**src/rtl/timer_pkg.sv**
```systemverilog
// Shared types for the tick timer: FSM state and count-mode encodings.
package timer_pkg;

    typedef enum logic [1:0] {
        IDLE = 2'd0,
        RUN  = 2'd1,
        DONE = 2'd2
    } state_t;

    typedef enum logic {
        MODE_FREE    = 1'b0,
        MODE_ONESHOT = 1'b1
    } mode_t;

    function automatic mode_t to_mode(input logic oneshot_bit);
        return oneshot_bit ? MODE_ONESHOT : MODE_FREE;
    endfunction

endpackage

```
**src/rtl/adder_n.sv**
```systemverilog
// Parametrised N-bit ripple-carry adder.
module adder_n #(
    parameter int W = 3
) (
    input  logic [W-1:0] a,
    input  logic [W-1:0] b,
    input  logic         cin,
    output logic [W-1:0] s,
    output logic         cout
);

    logic [W:0] c;

    assign c[0] = cin;

    for (genvar i = 0; i < W; i++) begin : g_bit
        assign s[i]   = a[i] ^ b[i] ^ c[i];
        assign c[i+1] = (a[i] & b[i]) | (c[i] & (a[i] ^ b[i]));
    end

    assign cout = c[W];

endmodule

```
**src/rtl/tick_timer.sv**
```systemverilog
// Tick timer: counts 0..P in free-run (wrapping) or one-shot mode, with a
// registered terminal-count pulse. The FSM state is exported on state_o for debug.
module tick_timer
    import timer_pkg::*;
#(
    parameter int N               = 3,
    parameter bit ONESHOT_DEFAULT = 1'b0
) (
    input  logic         clk,
    input  logic         rst,
    input  logic         ena,
    input  logic         start,
    input  logic         stop,
    input  logic         oneshot,
    input  logic [N-1:0] period,
    output logic [N-1:0] tick,
    output logic         tc,
    output logic         busy,
    output logic         done,
    output state_t       state_o
);

    state_t       state_q, state_d;
    logic [N-1:0] tick_q, tick_d;
    logic [N-1:0] p_q, p_d;
    mode_t        mode_q, mode_d;
    logic         tc_q, tc_d;

    logic [N-1:0] tick_inc;
    logic         unused_cout;

    // The carry is never needed: tick only increments while below P_q.
    adder_n #(.W(N)) u_inc (
        .a    (tick_q),
        .b    ({N{1'b0}}),
        .cin  (1'b1),
        .s    (tick_inc),
        .cout (unused_cout)
    );

    always_comb begin
        state_d = state_q;
        tick_d  = tick_q;
        p_d     = p_q;
        mode_d  = mode_q;
        tc_d    = 1'b0;

        // stop beats start, and both beat ena.
        if (stop) begin
            state_d = IDLE;
            tick_d  = '0;
        end else if (start) begin
            state_d = RUN;
            tick_d  = '0;
            p_d     = period;
            mode_d  = to_mode(oneshot);
        end else begin
            unique case (state_q)
                IDLE: tick_d = '0;
                RUN: begin
                    if (ena) begin
                        if (tick_q == p_q) begin
                            tc_d = 1'b1;
                            if (mode_q == MODE_ONESHOT) begin
                                state_d = DONE;
                            end else begin
                                tick_d = '0;
                                p_d    = period;
                            end
                        end else begin
                            tick_d = tick_inc;
                        end
                    end
                end
                DONE: ;
                default: state_d = IDLE;
            endcase
        end
    end

    always_ff @(posedge clk or posedge rst) begin
        if (rst) begin
            state_q <= IDLE;
            tick_q  <= '0;
            p_q     <= '0;
            mode_q  <= to_mode(ONESHOT_DEFAULT);
            tc_q    <= 1'b0;
        end else begin
            state_q <= state_d;
            tick_q  <= tick_d;
            p_q     <= p_d;
            mode_q  <= mode_d;
            tc_q    <= tc_d;
        end
    end

    assign tick    = tick_q;
    assign tc      = tc_q;
    assign busy    = (state_q == RUN);
    assign done    = (state_q == DONE);
    assign state_o = state_q;

endmodule
```
**config.mk**
```make
export PLATFORM = sky130hd
export DESIGN_NAME = tick_timer
export DESIGN_NICKNAME = d
export VERILOG_FILES = /design/src/rtl/timer_pkg.sv /design/src/rtl/adder_n.sv /design/src/rtl/tick_timer.sv
export SDC_FILE = /design/constraint.sdc
export NUM_CORES = 1
export LEC_CHECK = 0
export CAP_MARGIN = 20
export CORE_AREA = 2 2 39 41
export CTS_CLUSTER_SIZE = 28
export DETAILED_ROUTE_END_ITERATION = 10
export DIE_AREA = 0 0 41 43
export GPL_TIMING_DRIVEN = 0
export PLACE_DENSITY = 0.75
export SLEW_MARGIN = 20
export SYNTH_ARGS = -nofsm -noshare
export SYNTH_HDL_FRONTEND = slang
export SYNTH_SLANG_ARGS = --single-unit
```
**constraint.sdc**
```tcl
create_clock -name clk -period 2.1 [get_ports clk]
set_input_delay 0.63 -clock clk [delete_from_list [all_inputs] [get_ports clk]]
set_output_delay 0.63 -clock clk [all_outputs]
set_load 0.01 [all_outputs]
```
==> results.py <==
metrics = {
    "timing": {
        "hold_viol": 0,
        "fin_crit_sh_pct": 90.0,
        "worstMarginPinSlew_ns": 0.404,
        "setup_viol": 0,
        "slew_headroom_pct": 73.0,
        "fin_ws_ns": 0.211,
        "rsz0062_at_grt": "false",
        "slew_violations": 0,
        "layout_min_cycle_time_ns": 1.89,
        "timing.fmax_ghz": 0.529,
        "skew_ns": 0.00971,
    },
    "power_and_ir_drop": {
        "powerDensity_nw_per_um2": 577,
        "ir_drop_uv": 342,
        "p_leak_nw": 0.370,
        "clkPwrFrac_pct": 27.8,
        "p_total_mw": 0.455,
        "p_sw_share_pct": 26.3,
        "comb_power_share_pct": 22.8,
        "seq_power_share_pct": 49.4,
        "p_sw_mw": 0.120,
        "p_int_mw": 0.336,
    },
    "floorplanning": {
        "die_area_sq_um": 1760,
        "die_w_um": 41,
        "fp-row-count": 14,
        "start_util_pct": 42.0,
        "dieHeight_um": 43,
        "coreArea_sq_um": 1380,
        "boundaryPins": 17,
    },
    "placement": {
        "gp_congestion": 0.699,
        "dpl.hpwl_um": 796,
        "place_ws_ns": -0.0269,
        "portBuffers": 16,
    },
    "synthesis": {
        "syn_area_sq_um": 581,
        "netlist.area_leader.share_pct": 43.1,
        "yosysTopAreaCell": "dfrtp_1",
        "netlist_top_cells_area": "dfrtp_1, mux2_4, xnor2_1",
        "yosysSeqAreaShare_pct": 43.1,
        "synth_cell_types": 27,
        "synth_cells": 50,
        "syn_avg_cell_area_sq_um": 11.6,
        "ys_ff_latch": 10,
        "ys.warnings.count": 0,
        "synth_nets": 60,
    },
    "global_route": {
        "antenna_found_initial": 0,
        "grt-ovfl-total": 0,
        "grt_pass1_vias": 435,
        "grtUsageTotal_pct": 15.8,
        "grt_max_degree": 11,
        "grt_pass1_wl_mm": 1.81,
    },
    "hold_path": {
        "hp-class": "flip-flop to flip-flop",
    },
    "clocking": {
        "clk_latency_ns": 0.26,
        "cts_num_sinks": 10,
        "cts.clk_slew.worst_paths_ns": 0.06,
        "cts_setup_buffers": 0,
        "htree_num_levels": 1,
        "cts_root_buf": "clkbuf_4",
        "cts_buffers": 3,
        "cts_tree": "done",
        "cts.path.max_buffers": 2,
    },
    "final_layout": {
        "num_antenna_cells": 0,
        "syn2layout_area_growth_pct": 36.0,
        "drive_gt1_share_pct": 20.3,
        "fin_nets": 81,
    },
    "routing": {
        "first_pass_iters": 4,
        "final_antenna_net_count": 0,
        "routedWlPerCell_um": 12.1,
        "drt_wl_total_mm": 1.03,
        "first_iter_violations": 3,
        "route.detailed.drc": 0,
        "num_vias": 450,
        "via_per_inst": 5.29,
    },
    "setup_path": {
        "critPathLaunchType": "flip-flop",
        "critPathTopFamily": "buffers and inverters",
        "cp-end-kind": "output pin",
        "cp_slowest_cell": "clkdlybuf4s50_1",
        "worstPathArrival_ns": 1.26,
        "path_class": "flip-flop to output pin",
        "cp_max_fo": 5,
        "critical_path_required_ns": 1.47,
        "path_buf_inv": 1,
        "path_cells": "clkdlybuf4s50_1",
        "max_stage_delay_ns": 0.57,
    },
    "run": {
        "cap_viol_max_count": 0,
    },
    "outcome": {
        "outcome": "complete, no violations",
    },
}
[synthesized netlist by cell type]
cell / instances
and3_4: 1
inv_1: 3
nor4b_2: 1
nor2b_1: 1
a22o_1: 1
mux2_1: 1
mux2_2: 1
nand4_1: 1
mux2_4: 3
and3_1: 2
nor3_1: 1
o21ai_1: 2
xnor2_1: 3
a41oi_1: 1
nor2_1: 4
dfrtp_1: 10
o21ai_0: 1
mux2i_1: 1
o211ai_1: 2
nor2b_4: 1
a21oi_4: 1
nand3_1: 1
a21oi_1: 1
nand2_1: 3
and2b_2: 1
nor4b_4: 1
ha_1: 1
[power groups by stage]
stage	Sequential [mW]	Combinational, mW	Clock, mW
after floorplan	0.226	0.0668	0
after global placement	0.227	0.102	0
after detailed placement	0.228	0.103	0
after CTS	0.225	0.106	0.131
after global routing	0.227	0.112	0.145
final	0.225	0.104	0.127
[final timing paths]
kind	endpoint	slack (ns)	depth (start not counted)	from
worst min-delay path	p_q[1]	0.54	1	p_q[1]
max in group asynchronous	state_o[1]	1.17	2	rst
worst min register to register	p_q[1]	0.54	1	p_q[1]
worst max-delay path	tick[2]	0.21	1	tick[2]
min in group asynchronous	tick[0]	0.63	2	rst
worst max register to register	tick[0]	0.62	4	tick[2]
[layout by cell type, fill, tap and decap left out, types with 2 or more instances in the layout]
cell / n
nor2_1: 4
o211ai_1: 2
dlymetal6s2s_1: 2
and3_1: 2
inv_1: 3
dfrtp_1: 9
clkdlybuf4s50_1: 14
mux2_4: 3
nand2_1: 3
xnor2_1: 3
clkbuf_4: 3
o21ai_1: 2
[what timing repair did]
item | in CTS | in global routing
gates resized for setup | 1 | 2
setup endpoints to repair | 1 | 2
hold endpoints to repair | 0 | 0
hold buffers | 0 | 0
[per-stage QoR]
step / util [%] / setup TNS (ns) / instances / hold WS, ns / instance area, sq um
floorplan: - / 0 / 50 / 0.470 / 581
global placement: 55.0 / -0.0482 / 82 / 0.517 / 761
detailed placement: 55.0 / -0.0923 / 82 / 0.520 / 761
CTS: 56.7 / 0 / 85 / 0.535 / 785
global route: 57.1 / 0 / 85 / 0.544 / 790
finish: 57.1 / 0 / 85 / 0.536 / 790
[logic make-up after synthesis]
kind of cell	synth area share, %
AND/OR/NAND/NOR	23.1
adder cells (fa/ha/maj)	2.15
buffers and inverters	1.94
multiplexers	13.4
AO/OA/AOI/OAI	11.9
flip-flops	43.1
XOR/XNOR	4.53
[sequential cells by signal, indices dropped and copies added (netlist names)]
signal / count
p_q: 3
tick: 3
state_o: 2
mode_q: 1
tc: 1
[layer usage]
layer	GRT usage, %	wire length (um)	vias to the layer above
met5	0	0	-
met4	8.00	14	0
met3	9.42	55	2
met2	21.9	522	12
met1	18.7	436	215
li1	-	-	221
[area by class of cell]
class,count,area [sq um]
fillers,122,594
clock buffers,3,22.5
well taps,16,20.0
flip-flops and latches,10,251
multi-input cells,37,319
repair buffers,16,165
inverters,3,11.3
Power figures use the tool's default switching activity.
